## src/rtl/icetap_capture.sv

```systemverilog
// Capture controller for the icetap logic analyzer: fills a circular sample
// buffer, detects a masked trigger, stores the post-trigger window, then stops.
module icetap_capture #(
  parameter int ADDR_WIDTH = 8,
  parameter int DATA_WIDTH = 8
) (
  input  logic                  clk,
  input  logic                  reset_n,
  input  logic                  start,
  input  logic                  abort,
  input  logic [DATA_WIDTH-1:0] trigger_mask,
  input  logic [DATA_WIDTH-1:0] trigger_value,
  input  logic [ADDR_WIDTH-1:0] post_trigger_cnt,
  input  logic                  sample_ena,
  input  logic [DATA_WIDTH-1:0] sample_data,
  output logic                  mem_wr_ena,
  output logic [ADDR_WIDTH-1:0] mem_wr_addr,
  output logic [DATA_WIDTH-1:0] mem_wr_data,
  output logic [1:0]            state,
  output logic                  triggered,
  output logic [ADDR_WIDTH-1:0] trigger_addr,
  output logic [ADDR_WIDTH-1:0] start_addr,
  output logic                  wrapped
);

  typedef enum logic [1:0] {
    IDLE      = 2'd0,
    PRE_TRIG  = 2'd1,
    POST_TRIG = 2'd2,
    DONE      = 2'd3
  } state_t;

  state_t                state_q;
  logic [ADDR_WIDTH-1:0] wp;
  logic [ADDR_WIDTH-1:0] pcnt;

  logic                  do_write;
  logic                  trig_hit;
  logic                  wp_wraps;
  logic [ADDR_WIDTH-1:0] wp_next;

  // NOTE: every signal assigned in always_comb gets a value on every path,
  // otherwise synthesis infers a latch.
  always_comb begin
    do_write = 1'b0;
    if (!abort && sample_ena && (state_q == PRE_TRIG || state_q == POST_TRIG))
      do_write = 1'b1;
    trig_hit = ((sample_data ^ trigger_value) & trigger_mask) == '0;
    wp_wraps = &wp;
    wp_next  = wp + ADDR_WIDTH'(1);
  end

  assign state = state_q;

  // NOTE: sequential state uses non-blocking assignments only, so every
  // register samples the pre-edge values regardless of statement order.
  always_ff @(posedge clk or negedge reset_n) begin
    if (!reset_n) begin
      state_q      <= IDLE;
      wp           <= '0;
      pcnt         <= '0;
      mem_wr_ena   <= 1'b0;
      mem_wr_addr  <= '0;
      mem_wr_data  <= '0;
      triggered    <= 1'b0;
      trigger_addr <= '0;
      start_addr   <= '0;
      wrapped      <= 1'b0;
    end else begin
      mem_wr_ena <= do_write;

      // Datapath shared by the pre- and post-trigger phases.
      if (do_write) begin
        mem_wr_addr <= wp;
        mem_wr_data <= sample_data;
        wp          <= wp_next;
        if (wp_wraps)
          wrapped <= 1'b1;
        // Once wrapped, the next slot to be overwritten holds the oldest sample.
        start_addr <= (wrapped || wp_wraps) ? wp_next : '0;
      end

      if (abort) begin
        state_q <= IDLE;
      end else begin
        unique case (state_q)
          IDLE, DONE: begin
            if (start) begin
              state_q      <= PRE_TRIG;
              wp           <= '0;
              wrapped      <= 1'b0;
              triggered    <= 1'b0;
              trigger_addr <= '0;
              start_addr   <= '0;
              pcnt         <= post_trigger_cnt;
            end
          end
          PRE_TRIG: begin
            if (sample_ena && trig_hit) begin
              triggered    <= 1'b1;
              trigger_addr <= wp;
              state_q      <= (pcnt == '0) ? DONE : POST_TRIG;
            end
          end
          POST_TRIG: begin
            if (sample_ena) begin
              pcnt <= pcnt - ADDR_WIDTH'(1);
              if (pcnt == ADDR_WIDTH'(1))
                state_q <= DONE;
            end
          end
          default: state_q <= IDLE;
        endcase
      end
    end
  end

endmodule

```

## config.mk

```make
export PLATFORM = sky130hd
export DESIGN_NAME = icetap_capture
export DESIGN_NICKNAME = d
export VERILOG_FILES = /design/src/rtl/icetap_capture.sv
export SDC_FILE = /design/constraint.sdc
export NUM_CORES = 1
export LEC_CHECK = 0
export ABC_CLOCK_PERIOD_IN_PS = 2500
export CORE_AREA = 2 2 79 81
export CTS_CLUSTER_DIAMETER = 80
export DETAILED_ROUTE_END_ITERATION = 8
export DIE_AREA = 0 0 81 83
export PLACE_DENSITY = 0.78
export SLEW_MARGIN = 10
export SYNTH_ARGS = -nofsm -noshare
export SYNTH_HDL_FRONTEND = slang
export SYNTH_SLANG_ARGS = --single-unit
export TNS_END_PERCENT = 1
```

## constraint.sdc

```tcl
create_clock -name clk -period 2.5 [get_ports clk]
set_clock_uncertainty 0.05 [all_clocks]
set_input_delay 0.625 -clock clk [delete_from_list [all_inputs] [get_ports clk]]
set_output_delay 0.625 -clock clk [all_outputs]
set_load 0.01 [all_outputs]
```

[After elaboration in Yosys (flattened, before gate mapping)]
Index checks and enable logic that the tools add are counted.
Operators by class
  add/sub/neg operators: 2
  $mul: 0
  divide/modulo/power cells: 0
  magnitude comparators: 0
  equality and inequality tests: 11
  shift-type cells: 0
  mux-type cells: 31
  bitwise logic cells: 3
  reductions and logical operators: 16
Operators with widths (number)
  2-to-1 mux 8 bit: 13
  one-hot mux 8 bit (2 select lines): 2
  logical NOT 8 bit: 2
  AND reduction 4 bit: 3
  2-to-1 mux 2 bit: 5
  2-to-1 mux 1 bit: 9
  adder 8 x 1 -> 8 bit (second input constant): 1
  bitwise AND 8 bit: 1
  == test 8 x 1 -> 1 bit (second input constant): 1
  AND reduction 8 bit: 1
  subtractor 8 x 1 -> 8 bit (second input constant): 1
  XOR 8 bit: 1
  != test 3 x 2 -> 1 bit (second input constant): 2
  != test 3 bit (second input constant): 2
  one-hot mux 2 bit (3 select lines): 1
  == test 2 bit (second input constant): 2
  != test 2 bit (second input constant): 2
  nonzero test 2 bit: 2
  logical AND 1 bit: 3
  == test 2 x 1 -> 1 bit (second input constant): 1
  logical NOT 2 bit: 1
  logical OR 1 bit: 2
  != test 2 x 1 -> 1 bit (second input constant): 1
  one-hot mux 1 bit (2 select lines): 1
  3 further kinds: 3
Storage, ports and cells
  bits in registers: 53
  latch bits: 0
  memory bits (writable): 0
  bits in read-only memories: 0
  input bits: 37
  output and inout port bits: 37
  logic and storage cells: 73
  memories: 0

[Depth between registers and ports, before layout]
  word-level depth: 8
  depth in mapped cells: 9
  depth with buffers taken out: 8

[Worst setup path after synthesis]
OpenSTA, ideal clock, no wires.
  kind: register to register
  start: register state_q[0], in the netlist state[0]
  end: register pcnt[0]
  library setup time: 77 ps
  data arrival time: 1975 ps
  data required time: 2373 ps
  slack: 398 ps
  cell stages (with the launch flop): 8
  buffers on the path: 1
  period minus slack after synthesis: 2102 ps
  cell sequence: dfrtp_1 > inv_1 > ha_1 > nor2b_1 > a2111oi_2 > clkbuf_1 > nor2_1 > a21oi_1
Between the ends
  longest elaborated chain between the ends: 4
  elaborated cells on any way between the ends: 9
  those cells by class: 4 x eq/ne; 1 x mux; 4 x reduce/logical
RTL lines
  from (decl): line 33  | state_t state_q;
  from (signal assigned): line 102  | state_q <= (pcnt == '0) ? DONE : POST_TRIG;
  == test 2 bit / logical NOT 2 bit (equally long branches): line 86  | unique case (state_q)
  OR reduction 2 bit: line 86
  != test 2 bit (no source line) / nonzero test 2 bit (equally long branches)
  AND reduction 4 bit (no source line)
  to (signal assigned): line 95  | pcnt <= post_trigger_cnt;
  to (signal assigned): line 107  | pcnt <= pcnt - ADDR_WIDTH'(1);
  to (decl): line 35  | logic [ADDR_WIDTH-1:0] pcnt;
Several ways; a longest one is shown, not always the timed one.
A chain may end at the register's enable or synchronous reset.

[Worst setup path in the final report]
  start: input sample_data[3]
  end: register state_q[1], in the netlist state[1]
Between the ends
  longest elaborated chain between the ends: 6
RTL lines
  from (decl): line 15  | input logic [DATA_WIDTH-1:0] sample_data,
  XOR 8 bit: line 48  | trig_hit = ((sample_data ^ trigger_value) & trigger_mask) == '0;
  bitwise AND 8 bit: line 48
  logical NOT 8 bit: line 48
  logical AND 1 bit: line 99  | if (sample_ena && trig_hit) begin
  != test 3 x 2 -> 1 bit (no source line)
  AND reduction 4 bit (no source line)
Every way passes these cells.

==> report_table.html <==
<table>
<tr><th>Metric</th><th>Value</th></tr>
<tr><th colspan="2">Critical path</th></tr>
<tr><td>Capturing point of the worst reg2reg path</td><td>trigger_addr[5]</td></tr>
<tr><td>Data arrival at the endpoint of the critical path</td><td>2570 ps</td></tr>
<tr><td>Max stage delay on crit path</td><td>450 ps</td></tr>
<tr><td>Standard cell with the maximum stage delay on the critical path</td><td>sky130_fd_sc_hd__clkdlybuf4s50_1</td></tr>
<tr><td>Cell breakdown of the critical path</td><td>clkdlybuf4s50_1 -&gt; xor2_1 -&gt; a222oi_1 -&gt; nand4_1 -&gt; a221o_1 -&gt; mux2_1</td></tr>
<tr><td>Reg2Reg Launch Point</td><td>state[1]</td></tr>
<tr><td>Critical Path RT</td><td>~2600 ps</td></tr>
<tr><td>Depth of the most critical reg-to-reg path</td><td>7</td></tr>
<tr><td>R2R setup slack</td><td>~390 ps</td></tr>
<tr><td>Maximum net fanout on the critical path</td><td>2</td></tr>
<tr><td>Critical Path Start Type</td><td>input port</td></tr>
<tr><td>WS Path Type</td><td>input port to register</td></tr>
<tr><td>Critical Path End Type</td><td>register</td></tr>
<tr><th colspan="2">Floorplan</th></tr>
<tr><td>Initial standard-cell utilization of the core</td><td>0.4677</td></tr>
<tr><td>Number of placement rows</td><td>28</td></tr>
<tr><td>Area of the core region</td><td>about 5800 µm²</td></tr>
<tr><td>DIE AREA</td><td>just under 7000 µm²</td></tr>
<tr><td>Chip Width</td><td>roughly 80 µm</td></tr>
<tr><td>Boundary Pins</td><td>74</td></tr>
<tr><td>Die height</td><td>83 µm</td></tr>
<tr><th colspan="2">Placement</th></tr>
<tr><td>Routability congestion estimate</td><td>roughly 0.81</td></tr>
<tr><td>Placed insts</td><td>around 460</td></tr>
<tr><td>Number of I/O port buffers</td><td>73</td></tr>
<tr><td>Post-detail-place hpwl</td><td>4859 µm</td></tr>
<tr><th colspan="2">Global route</th></tr>
<tr><td>Number of global-route vias before repair</td><td>around 2500</td></tr>
<tr><td>GRT Resource Usage Total</td><td>0.2068</td></tr>
<tr><td>Wire length of the first global-routing pass</td><td>roughly 11000 µm</td></tr>
<tr><td>Pin count of the biggest net entering global routing</td><td>28</td></tr>
<tr><td>Final global-route overflow total</td><td>0</td></tr>
<tr><td>Antenna violations before repair</td><td>0</td></tr>
<tr><th colspan="2">Route</th></tr>
<tr><td>Post-detailed-routing wire length</td><td>roughly 6600 µm</td></tr>
<tr><td>TritonRoute pass-1 iters</td><td>4</td></tr>
<tr><td>ANT nets after route</td><td>0</td></tr>
<tr><td>1st-iter DRT viols</td><td>~140</td></tr>
<tr><td>Routed len/inst</td><td>between 10 and 15 µm</td></tr>
<tr><td>DRC violations left</td><td>0</td></tr>
<tr><td>Vias post-DR</td><td>about 2400</td></tr>
<tr><td>Drt via density</td><td>between 5 and 6</td></tr>
<tr><th colspan="2">Logic synthesis</th></tr>
<tr><td>Gate count after technology mapping</td><td>approximately 310</td></tr>
<tr><td>Cell with the most instances after synthesis</td><td>sky130_fd_sc_hd__nand2_1</td></tr>
<tr><td>Synthesized netlist net count</td><td>approximately 360</td></tr>
<tr><td>Ranking of synthesized cells by area</td><td>sky130_fd_sc_hd__dfrtp_1 49%, sky130_fd_sc_hd__nand2_1 12%, sky130_fd_sc_hd__a21oi_1 4.8%, sky130_fd_sc_hd__xor2_1 4.2%, sky130_fd_sc_hd__o21ai_0 3.1%</td></tr>
<tr><td>Most instantiated flip-flop cell in the synthesis netlist</td><td>sky130_fd_sc_hd__dfrtp_1</td></tr>
<tr><td>Share of the synthesized area in the top cell type</td><td>0.4876</td></tr>
<tr><td>Share of flip-flops with an asynchronous set or reset after synthesis</td><td>1.000</td></tr>
<tr><td>Synth Area per Inst</td><td>8.690 µm²</td></tr>
<tr><td>Top cells by count, synth</td><td>87 x sky130_fd_sc_hd__nand2_1, 53 x sky130_fd_sc_hd__dfrtp_1, 26 x sky130_fd_sc_hd__a21oi_1</td></tr>
<tr><td>Post-synthesis cell area</td><td>about 2700 µm²</td></tr>
<tr><td>Number of unique standard cell types used by synthesis</td><td>37</td></tr>
<tr><td>Post-synthesis sequential element count</td><td>53</td></tr>
<tr><td>Sequential-to-total area share from yosys stat</td><td>0.4876</td></tr>
<tr><td>Cell type with the highest aggregate area in the netlist</td><td>sky130_fd_sc_hd__dfrtp_1</td></tr>
<tr><td>Syn. warnings</td><td>0</td></tr>
<tr><td>Count of flip-flops with a built-in enable after synthesis</td><td>0</td></tr>
<tr><th colspan="2">Power and ir drop</th></tr>
<tr><td>Maximum VDD drop</td><td>approximately 0.41 mV</td></tr>
<tr><td>Static Leakage</td><td>1.631 nW</td></tr>
<tr><td>Pwr per Cell Area</td><td>just under 900 nW/µm²</td></tr>
<tr><th colspan="2">Clock network</th></tr>
<tr><td>Clock sink count</td><td>53</td></tr>
<tr><td>Number of buffers created by CTS</td><td>5</td></tr>
<tr><td>Cell chosen for the clock root</td><td>sky130_fd_sc_hd__clkbuf_8</td></tr>
<tr><td>Reg clk slew, reported paths</td><td>approximately 100 ps</td></tr>
<tr><td>Clock latency of the later-clocked register in the worst-skew pair</td><td>between 300 and 400 ps</td></tr>
<tr><td>Resize count post-CTS</td><td>0</td></tr>
<tr><td>Setup fix buffers added after clock tree synthesis</td><td>0</td></tr>
<tr><td>Deepest level of the CTS H-tree</td><td>2</td></tr>
<tr><td>Cts hold-fix bufs</td><td>0</td></tr>
<tr><td>Buffer levels on the longest clock path</td><td>2</td></tr>
<tr><td>TritonCTS clock tree</td><td>done</td></tr>
<tr><th colspan="2">Timing</th></tr>
<tr><td>RSZ-0062 raised after global routing</td><td>false</td></tr>
<tr><td>Final setup violation count</td><td>0</td></tr>
<tr><td>Total negative setup slack</td><td>0 ps</td></tr>
<tr><td>Post-route clock period utilization</td><td>0.9709</td></tr>
<tr><td>Maximum achievable frequency</td><td>between 400 and 500 MHz</td></tr>
<tr><td>Final hold violation count</td><td>0</td></tr>
<tr><td>Relative slew margins</td><td>0.5560</td></tr>
<tr><td>Slew at the pin with the worst max-slew slack</td><td>roughly 670 ps</td></tr>
<tr><td>Slew Limit Fails</td><td>0</td></tr>
<tr><td>Time the worst path needs with I/O delays and setup</td><td>about 2400 ps</td></tr>
<tr><th colspan="2">Finish</th></tr>
<tr><td>Filler Cells Inserted</td><td>between 500 and 600</td></tr>
<tr><td>Post-Route Utilization</td><td>0.6349</td></tr>
<tr><td>Relative area change from synthesis to final layout</td><td>35.74%</td></tr>
<tr><td>Proportion of layout cells with a drive suffix above 1</td><td>0.09021</td></tr>
<tr><td>Antenna diode instance count</td><td>0</td></tr>
<tr><td>Final cell count without fillers</td><td>about 460</td></tr>
<tr><td>Final-stage net count</td><td>430</td></tr>
<tr><th colspan="2">Worst hold path</th></tr>
<tr><td>Type of the worst min-delay path</td><td>input port to asynchronous set/reset pin</td></tr>
<tr><th colspan="2">Run status</th></tr>
<tr><td>Result of the run</td><td>finished clean</td></tr>
<tr><th colspan="2">Run</th></tr>
<tr><td>Number of violations of the max-capacitance limit</td><td>0</td></tr>
</table>
[report_power, final]
group	switching [W]	internal [W]	total (W)
registers	0.000193	0.00108	0.00127
logic	0.000684	0.000651	0.00134
clock network	0.000288	0.000300	0.000588
total	0.00116	0.00203	0.00320
[through the flow]
stage          hold WS [ps]  area (µm²)  total power (W)  worst slack [ps]
3_5_place_dp          411.2        3577         0.002630            -225.6
6_report              284.6        3692         0.003197             72.63
4_1_cts               303.7        3692         0.003231             102.3
2_1_floorplan         279.4        2720         0.002029             398.0
5_1_grt               324.5        3692         0.003438             13.02
3_3_place_gp          405.2        3577         0.002577            -147.2
[worst max-delay path, delay by kind of cell]
family                 cells  cell delay, ps
multiplexers               1             330
AND/OR/NAND/NOR            1             210
AO/OA/AOI/OAI              2             790
XOR/XNOR                   1             160
buffers and inverters      1             450
[state kept, by name (all words and copies together), names as in the netlist]
signal / cells
triggered: 1
mem_wr_data: 8
start_addr: 8
pcnt: 8
state: 2
mem_wr_addr: 8
trigger_addr: 8
wrapped: 1
mem_wr_ena: 1
wp: 8
[metal layers]
metal  GRT usage  vias to the layer above  wire, µm
met3     0.05000                        7       454
li1            -                     1203         -
met5           0                        -         0
met2      0.3358                       76      3244
met4     0.06626                        0        97
met1      0.2694                     1157      2825
[cells by family after synthesis]
group,synth area share
multiplexers,0.01564
buffers and inverters,0.03772
flip-flops,0.4876
XOR/XNOR,0.05474
AND/OR/NAND/NOR,0.2213
adder cells (fa/ha/maj),0.02760
AO/OA/AOI/OAI,0.1555
[how the worst max path moves through the flow]
stage	startpoint	slack (ps)	endpoint	cells past startpoint
finish	sample_data[3]	70	state[1]	6
CTS	sample_data[3]	100	state[1]	6
detailed placement	sample_data[3]	-230	state[1]	6
global route	sample_data[3]	10	state[1]	6
global placement	sample_data[3]	-150	state[0]	6
floorplan	state[0]	400	pcnt[0]	7
[cells in the final DEF (no fill, tap or decap), drive strengths merged, types with 2 or more instances in the layout]
master	netlist	routed
a21o	2	2
a21oi	26	26
a22oi	3	3
a31o	8	8
a31oi	2	2
buf	3	14
clkbuf	16	5
clkdlybuf4s50	0	72
dfrtp	53	53
ha	6	6
inv	8	8
mux2	2	2
mux2i	2	2
nand2	87	87
nand2b	3	3
nand3	15	15
nand4	2	2
nor2	19	19
o21ai	17	17
o22ai	3	3
o32ai	2	2
or2	2	2
or3	4	4
xnor2	4	4
xor2	13	13
[area by class of cell]
type,count,area [µm²],area share
inverters,8,30.03,0.008133
multi-input cells,233,1291,0.3497
clock buffers,5,68.82,0.01864
repair buffers,86,835.8,0.2264
clock inverters,3,46.29,0.01254
well taps,75,93.84,0.02542
flip-flops and latches,53,1326,0.3592
Power figures use the tool's default switching activity.
